==> src/rtl/nm_pkg.sv <==
// Shared constants for the nibble comparator: widths, FSM encoding, comparator polarity.
package nm_pkg;

  localparam int NIBBLE_W = 4;
  localparam int IDX_W    = 2;

  typedef enum logic [1:0] {
    ST_IDLE  = 2'd0,
    ST_SHIFT = 2'd1,
    ST_DONE  = 2'd2
  } nm_state_e;

  // bm_selector value meaning "the A bit was the 1"
  localparam logic SEL_A_MAYOR = 1'b1;

  // SHIFT step at which the bit-0 result is on the comparator outputs
  localparam logic [2:0] LAST_STEP = 3'd4;

endpackage

==> src/rtl/nm_serializador.sv <==
// Parallel-load MSB-first shifters for A and B; index k saturates at the last bit so bit 0 is held.
// Zero latency from load to MSB on bit_a/bit_b; shifts once per cycle while shift is high.
module nm_serializador
  import nm_pkg::*;
(
  input  logic                clk,
  input  logic                reset,
  input  logic                load,
  input  logic                shift,
  input  logic [NIBBLE_W-1:0] a_in,
  input  logic [NIBBLE_W-1:0] b_in,
  output logic                bit_a,
  output logic                bit_b
);

  logic [NIBBLE_W-1:0] sr_a;
  logic [NIBBLE_W-1:0] sr_b;
  logic [IDX_W-1:0]    k;

  always_ff @(posedge clk or negedge reset) begin
    if (!reset) begin
      sr_a <= '0;
      sr_b <= '0;
      k    <= '0;
    end else if (load) begin
      sr_a <= a_in;
      sr_b <= b_in;
      k    <= '0;
    end else if (shift && (k != IDX_W'(NIBBLE_W - 1))) begin
      sr_a <= {sr_a[NIBBLE_W-2:0], 1'b0};
      sr_b <= {sr_b[NIBBLE_W-2:0], 1'b0};
      k    <= k + IDX_W'(1);
    end
  end

  assign bit_a = sr_a[NIBBLE_W-1];
  assign bit_b = sr_b[NIBBLE_W-1];

endmodule

==> src/rtl/nibble_mayor.sv <==
// Picks the larger of two nibbles by streaming bit pairs MSB-first through an external registered comparator.
// nm_done 3..6 cycles after accept; nm_ready only in IDLE, so requests wait while busy.
module nibble_mayor
  import nm_pkg::*;
(
  input  logic                clk,
  input  logic                reset,
  input  logic                nm_valid,
  input  logic [NIBBLE_W-1:0] nm_a,
  input  logic [NIBBLE_W-1:0] nm_b,
  output logic                nm_ready,
  output logic                bm_a,
  output logic                bm_b,
  input  logic                bm_selector,
  input  logic                bm_distintos,
  output logic                nm_done,
  output logic [NIBBLE_W-1:0] nm_mayor,
  output logic                nm_a_mayor,
  output logic                nm_iguales
);

  nm_state_e           state;
  logic [2:0]          step;
  logic [NIBBLE_W-1:0] a_q;
  logic [NIBBLE_W-1:0] b_q;
  logic                accept;
  logic                in_shift;
  logic                ser_a;
  logic                ser_b;
  logic                sel_is_a;

  assign nm_ready = (state == ST_IDLE);
  assign accept   = nm_valid & nm_ready;
  assign in_shift = (state == ST_SHIFT);
  assign sel_is_a = (bm_selector == SEL_A_MAYOR);

  nm_serializador u_ser (
    .clk   (clk),
    .reset (reset),
    .load  (accept),
    .shift (in_shift),
    .a_in  (nm_a),
    .b_in  (nm_b),
    .bit_a (ser_a),
    .bit_b (ser_b)
  );

  assign bm_a = in_shift & ser_a;
  assign bm_b = in_shift & ser_b;

  // step 0 is the first SHIFT cycle: the comparator still shows stale data then
  always_ff @(posedge clk or negedge reset) begin
    if (!reset) begin
      state      <= ST_IDLE;
      step       <= '0;
      a_q        <= '0;
      b_q        <= '0;
      nm_done    <= 1'b0;
      nm_mayor   <= '0;
      nm_a_mayor <= 1'b0;
      nm_iguales <= 1'b0;
    end else begin
      nm_done <= 1'b0;
      case (state)
        ST_IDLE: begin
          if (accept) begin
            a_q   <= nm_a;
            b_q   <= nm_b;
            step  <= '0;
            state <= ST_SHIFT;
          end
        end
        ST_SHIFT: begin
          if ((step != 3'd0) && bm_distintos) begin
            nm_a_mayor <= sel_is_a;
            nm_iguales <= 1'b0;
            nm_mayor   <= sel_is_a ? a_q : b_q;
            nm_done    <= 1'b1;
            state      <= ST_DONE;
          end else if (step == LAST_STEP) begin
            nm_a_mayor <= 1'b0;
            nm_iguales <= 1'b1;
            nm_mayor   <= a_q;
            nm_done    <= 1'b1;
            state      <= ST_DONE;
          end else begin
            step <= step + 3'd1;
          end
        end
        ST_DONE: state <= ST_IDLE;
        default: state <= ST_IDLE;
      endcase
    end
  end

endmodule

==> config.mk <==
export PLATFORM = sky130hd
export DESIGN_NAME = nibble_mayor
export DESIGN_NICKNAME = d
export VERILOG_FILES = /design/src/rtl/nm_pkg.sv /design/src/rtl/nm_serializador.sv /design/src/rtl/nibble_mayor.sv
export SDC_FILE = /design/constraint.sdc
export NUM_CORES = 1
export LEC_CHECK = 0
export CAP_MARGIN = 20
export CELL_PAD_IN_SITES_DETAIL_PLACEMENT = 0
export CELL_PAD_IN_SITES_GLOBAL_PLACEMENT = 2
export CORE_ASPECT_RATIO = 0.9
export CORE_UTILIZATION = 33
export CTS_CLUSTER_DIAMETER = 40
export DETAILED_ROUTE_END_ITERATION = 10
export GPL_TIMING_DRIVEN = 1
export PLACE_DENSITY = 0.84
export SETUP_SLACK_MARGIN = 0.02
export SLEW_MARGIN = 40
export SYNTH_ARGS = -nofsm -noshare
export SYNTH_HDL_FRONTEND = slang
export SYNTH_SLANG_ARGS = --single-unit
==> constraint.sdc <==
create_clock -name clk -period 2.3 [get_ports clk]
set_clock_uncertainty 0.1 [all_clocks]
set_input_delay 0.345 -clock clk [delete_from_list [all_inputs] [get_ports clk]]
set_output_delay 0.345 -clock clk [all_outputs]
set_load 0.1 [all_outputs]
* Word-level counts from Yosys, hierarchy flattened
Index checks and enable logic that the tools add are counted.
Widths: inputs -> output; s select.
** Storage, ports and cells
- Bits in registers :: 30
- Input bits :: 13
- Output and inout bits :: 10
- Logic and storage cells :: 58
** Operators by class
- Add/sub/neg operators :: 2
- Equality and inequality tests :: 7
- Mux-type cells :: 24
- Bitwise operators :: 3
- Reduce and logical (&&, ||, !) cells :: 11
** Operators with widths (count)
- $mux 4 :: 7
- $mux 2 :: 5
- $mux 3 :: 3
- $mux 1 :: 7
- $ne 2x2->1 const B :: 3
- $pmux 3 s2 :: 1
- $reduce_and 2->1 :: 3
- $reduce_bool 2->1 :: 3
- $pmux 2 s2 :: 1
- $reduce_and 4->1 :: 1
- $add 3x1->3 const B :: 1
- $and 1x1->1 :: 3
- $eq 3x3->1 const B :: 1
- $ne 3x1->1 const B :: 1
- $reduce_bool 3->1 :: 1
- $add 2x1->2 const B :: 1
- $eq 2x1->1 const B :: 1
- $logic_and 1x1->1 :: 2
- $logic_not 2->1 :: 1
- $ne 2x1->1 const B :: 1

* Depth between registers and ports, before layout
- Depth after elaboration :: 4
- Mapped depth :: 6
- Gate-level depth less buffers :: 5

* Modules after synthesis
A second synthesis with hierarchy kept.
** Second synthesis, totals
- Cell total of the unflattened synthesis :: 123
- Area, all modules :: 1396.3 µm²
** Modules (own cells, without submodules)
- nibble_mayor :: instances 1, cells an instance 80, area each 923.4 µm², sequential area each 500.5 µm²
- nm_serializador :: instances 1, cells an instance 43, area each 473.0 µm², sequential area each 250.2 µm²

* Worst setup path after synthesis
No wires, ideal clock.
- Path type :: register -> output
- Start point :: reg state[0]
- End point :: out nm_ready
- Arrival time :: 1.741 ns
- Required time :: 1.855 ns
- Path slack :: 0.114 ns
- Cell stages (with the launch flop) :: 3
- Path buffers :: 1
- Path through :: dfrtp_1 > buf_6 > nor2_1
** Between the ends
- Cells in the longest elaborated chain, start to end :: 1
** Ends and longest elaborated chain
- from (decl) :: line nibble_mayor.sv:22 : nm_state_e state;
- from (signal assigned) :: line nibble_mayor.sv:54 : state <= ST_IDLE;
- from (signal assigned) :: line nibble_mayor.sv:70 : state <= ST_SHIFT;
- from (signal assigned) :: line nibble_mayor.sv:79 : state <= ST_DONE;
- $logic_not 2->1 :: line nibble_mayor.sv:32 : assign nm_ready = (state == ST_IDLE);
- to (decl) :: line nibble_mayor.sv:11 : output logic nm_ready,
Every way passes these cells.

* Final worst setup path
- Start point :: in nm_valid
- End point :: reg u_ser.sr_a[3]
** Between the ends
- Cells in the longest elaborated chain, start to end :: 2
- Elaborated cells between the ends (all ways) :: 3
- Classes of those cells :: 1 x mux; 1 x bitwise; 1 x reduce/logical
** Ends and longest elaborated chain
- from (decl) :: line nibble_mayor.sv:8 : input logic nm_valid,
- $and 1x1->1 * :: line nibble_mayor.sv:33 : assign accept = nm_valid & nm_ready;
- $mux 4 or $reduce_bool 2->1 (tied branches)
- to (signal assigned) :: line nm_serializador.sv:26 : sr_a <= a_in;
- to (signal assigned) :: line nm_serializador.sv:30 : sr_a <= {sr_a[NIBBLE_W-2:0], 1'b0};
- to (decl) :: line nm_serializador.sv:16 : logic [NIBBLE_W-1:0] sr_a;
Every way passes the cells marked *; elsewhere a longest branch is shown, timed or not.
A chain may end at the register's enable or synchronous reset.

==> results.cfg <==
[drt]
wire_per_inst_um = 13.4
wirelength_mm = 2.80
vias = 1062
postRouteAntennaNets = 0
via_per_inst = 5.11
post-route-drc-count = 4
drtPass1Iterations = 7
drt_iter0_markers = 49

[logic_synthesis]
syn_nets = 147
synthArstFlopShare_pct = 100
synth-xor-area-share_pct = 0
synth_ff_type = dfrtp_1
synth_top_area_share_pct = 53.9
synthMuxAreaShare_pct = 11.3
synth_top_family_by_area = simple AND/OR/NAND/NOR gates
syn-instance-count = 131
synth_most_common_cell = dfrtp_1
ys_ff_latch = 30
seq_area_frac_synth_pct = 53.9
ys_top_cells_by_count = dfrtp_1 (30), nand2_1 (26), o21ai_0 (11)
synth-simple-area-share_pct = 16.9
syn_avg_cell_area_um2 = 10.6
synth_area_um2 = 1390
yosysTopAreaCell = dfrtp_1
synthAdderAreaFrac_pct = 2.70
synth_area_leaders = dfrtp_1 (54%), nand2_1 (7.0%), mux2_2 (4.9%), mux2_4 (4.3%), o21ai_0 (4.0%)
ys.warnings.count = 0
synth_edf_count = 0
synth_compound_area_share_pct = 11.9
ys_types = 26

[die]
io_pins = 23
rows = 22
start_util_pct = 34.2
core_um2 = 4070
die_y_um = 63.6
die_w_um = 70.5
die_area_um2 = 4480

[timing]
finalSetupViolCount = 0
slew_headroom_pct = 57.8
finalCritPeriodShare_pct = 80.4
worstMarginPinSlew_ns = 0.631
max_freq_mhz = 541
rsz0062_at_grt = false
layout_min_cycle_time_ns = 1.85
final_hold_viol_count = 0
drv_slew = 0
tns_ns = 0

[final_layout]
nNetsFinal = 176
final_layout_size_suffix_gt1_share_pct = 18.8
antenna_cells = 0
nFillCells = 402
syn_to_final_growth_pct = 25.8

[global_route]
antenna_found_initial = 0
grt_pass1_vias = 1067
overflow = 0
gr-usage-all-layers_pct = 14.3
grt_pass1_wl_mm = 4.76
grt_max_degree = 31

[worst_setup_path]
crit_arrival_ns = 1.91
worst-path-buf-inv = 1
r2r_cells = 5
path_class = input port to flip-flop
rr_startpoint = step[0]
critical_path.max_stage_delay_ns = 0.49
crit_chain = clkdlybuf4s50_1, or3b_1, mux2_4, mux2_2
reg2reg_to = step[2]
crit_slowest_cell = or3b_1
ff2ff_setup_slack_ns = 0.47
crit_path_end_kind = flip-flop
path_delay_family = multiplexers
crit_fanout = 5
cp.required_ns = 2.36
cp-start-kind = input port

[cts]
cts_hold_buf = 0
cts_tree = built
clock-sinks = 30
cts_resized = 0
numCtsBuffers = 5
cts_max_level = 2
path_clk_slew_ns = 0.06
worstSkewPairLatency_ns = 0.28
cts_root_buf = clkbuf_8
cts_setup_buffers = 0
clock_path_buffers = 2

[worst_hold_path]
min_path_type = input port to asynchronous set/reset pin

[run_status]
status = complete, but fails checks
failed_checks = design-rule violations

[placement]
io_buffers = 22
place_congestion = 0.754
dpl.hpwl_mm = 2.14

[run]
drv_cap = 0
-- worst max path at each step --
stage	from	to	slack, ns	cells past startpoint
after floorplan	state[0]	nm_ready	0.11	2
after global placement	nm_valid	u_ser.sr_a[3]	0.19	4
after global routing	step[0]	step[2]	0.25	5
after detailed placement	nm_valid	u_ser.sr_a[2]	0.16	4
final	nm_valid	u_ser.sr_a[3]	0.45	4
after CTS	step[0]	step[2]	0.45	5
-- final cells by class --
class	instances	area (µm²)	share of cell area [%]
Sequential cell	30	751	42.9
Inverter	3	11.3	0.643
Clock buffer	7	76.3	4.36
Timing Repair Buffer	27	258	14.7
Multi-Input combinational cell	93	596	34.0
Tap cell	48	60.1	3.43
-- metal layers --
layer | share of wire (%) | vias up | GRT usage (%)
met5 | 0 | - | 0
met4 | 2.0 | 0 | 7.65
met3 | 4.5 | 8 | 4.00
met2 | 48 | 20 | 23.3
met1 | 45 | 519 | 17.1
li1 | - | 515 | -
-- state kept, by name, indices dropped and copies added, names as in the netlist --
register,cells
state,2
nm_mayor,4
b_q,4
a_q,4
step,3
u_ser.sr_b,4
u_ser.sr_a,4
nm_a_mayor,1
nm_iguales,1
nm_done,1
u_ser.k,2
-- layout by cell type, fill, tap and decap left out, types with 4 or more instances in the layout --
master,instances
a31oi_1,5
clkdlybuf4s50_1,12
clkbuf_8,5
mux2_4,4
a21oi_1,4
nand2_1,26
dfrtp_1,30
nand3_1,6
mux2_2,6
nor2_1,4
nand2b_1,4
o21ai_0,11
buf_4,13
-- through the flow --
step / cells / worst slack (ns) / cell area [µm²] / util (%) / hold WS, ns
2_1_floorplan: 131 / 0.114 / 1390 / - / -0.0506
3_3_place_gp: 201 / 0.187 / 1680 / 41.1 / 0.368
3_5_place_dp: 201 / 0.157 / 1680 / 41.1 / 0.367
4_1_cts: 208 / 0.451 / 1750 / 43.0 / 0.362
5_1_grt: 208 / 0.250 / 1750 / 43.0 / 0.382
6_report: 208 / 0.452 / 1750 / 43.0 / 0.353
-- logic make-up (layout without fill, tap and decap cells) --
logic type / count (synthesis) / after routing
AO/OA/AOI/OAI: 27 / 27
multiplexers: 13 / 13
AND/OR/NAND/NOR: 50 / 50
flip-flops: 30 / 30
adder cells (fa/ha/maj): 3 / 3
buffers and inverters: 8 / 37
Power is left out: the tool's default activity adds up to more than one toggle a clock period on the data nets, which glitch-free logic cannot reach.
==> edit (same flow settings) <==
Reset style: synchronous (`reset`), changed in 2 clocked blocks.
--- a/src/rtl/nm_serializador.sv
+++ b/src/rtl/nm_serializador.sv
@@ -18,5 +18,5 @@
   logic [IDX_W-1:0]    k;
 
-  always_ff @(posedge clk or negedge reset) begin
+  always_ff @(posedge clk) begin
     if (!reset) begin
       sr_a <= '0;
--- a/src/rtl/nibble_mayor.sv
+++ b/src/rtl/nibble_mayor.sv
@@ -50,5 +50,5 @@
 
   // step 0 is the first SHIFT cycle: the comparator still shows stale data then
-  always_ff @(posedge clk or negedge reset) begin
+  always_ff @(posedge clk) begin
     if (!reset) begin
       state      <= ST_IDLE;
Check against the original RTL: differs if reset is asserted again (counterexample within 4 cycles, from zero or initial values and one cycle with reset low); with reset held inactive, the same outputs for 10 cycles.
==> edit against the unedited design <==
Area after synthesis decreased by 1.6%; routed wire length up 4.0%; worst setup slack worse by 0.14 ns; critical path depth down 1; design area shrank 2.3%; sequential cell count did not move; sequential share of layout area fell by 7.8 points.
==> edit: results (changes against the unedited design) <==
Critical path
  • Reg-to-Reg End: nm_mayor[2]
  • Critical Path Fanout Max: 9 (+4)
  • Cell family with most CP delay: simple AND/OR/NAND/NOR gates
  • Depth of the most critical reg-to-reg path: 6 (+1)
  • Crit path to: bm_a
  • CP max-delay cell: nor2b_1

Final layout
  • Register area: 601 um2 (-20%)
  • Layout cell share with drive strength beyond 1: 0.143 (-0.0446)
  • Nets: 191 (+8.5%)
  • Signal buffers: 26 (-3.7%)
  • Clk tree area frac: 0.0446 (+0.00102)
  • Layout fillers: 384 (-4.5%)

Synth
  • Synth Area in Compound Gates: 0.223 (+0.104)
  • Xor/xnor share of the synthesized area: 0.00639 (+0.00639)
  • Syn Nets: 168 (+14%)
  • Post-synth cell types: 28 (+7.7%)
  • Async set-reset flop share out of synthesis: 0 (-1.00)
  • Adder-cell share of the synthesized area: 0.0274 (+0.000443)
  • Largest cells by area after synthesis: dfxtp_1 44%, nand2_1 5.8%, a21boi_0 4.9%, o221a_1 4.9%, nor2_1 4.4%
  • Post-synth top cells: 30 x dfxtp_1, 21 x nand2_1, 16 x nor2_1

GRT
  • First-pass GRT wire length: 5.04 mm (+5.9%)
  • Largest net degree at the start of global routing: 30 (-3.2%)
  • Vias in the first global route: 1102 (+3.3%)
  • M2 GR Usage: 0.221 (-0.0119)
  • Grt met3 use: 0.0432 (+0.00320)

Drt
  • Starting DRT DRC Count: 69 (+41%)
  • Routed wl met2: 1.31 mm (-3.3%)
  • Routed wire length: 2.91 mm (+4.0%)
  • Met3 WL: 126 um (-0.79%)
  • Wl on met1: 1.43 mm (+14%)

Placed design
  • Routability cong.: 0.762 (+1.0%)

Hold path
  • Worst hold path type: register to register

Outcome
  • Status: finished, final reports clean
## edit: cell types whose count changed after synthesis, sizes merged, moves of 5 or more
| cell | unedited run | this run |
|---|---|---|
| mux2 | 10 | 0 |
| a21boi | 0 | 13 |
| nand2 | 26 | 21 |
| nor2 | 4 | 16 |
| dfrtp | 30 | 0 |
| a22oi | 0 | 7 |
| a31oi | 5 | 0 |
| o221a | 0 | 6 |
| dfxtp | 0 | 30 |
## edit: metrics by stage
stage / utilization / setup WS [ns] / hold WS [ns] / std cells / power (W)
2_1_floorplan: - / 0.191 / 0.334 / 152 / 0.000745
3_3_place_gp: 0.426 / 0.402 / 0.347 / 214 / 0.000811
3_5_place_dp: 0.426 / 0.286 / 0.357 / 214 / 0.000814
4_1_cts: 0.446 / 0.282 / 0.366 / 221 / 0.00120
5_1_grt: 0.446 / 0.201 / 0.374 / 221 / 0.00125
6_report: 0.446 / 0.310 / 0.365 / 221 / 0.00119
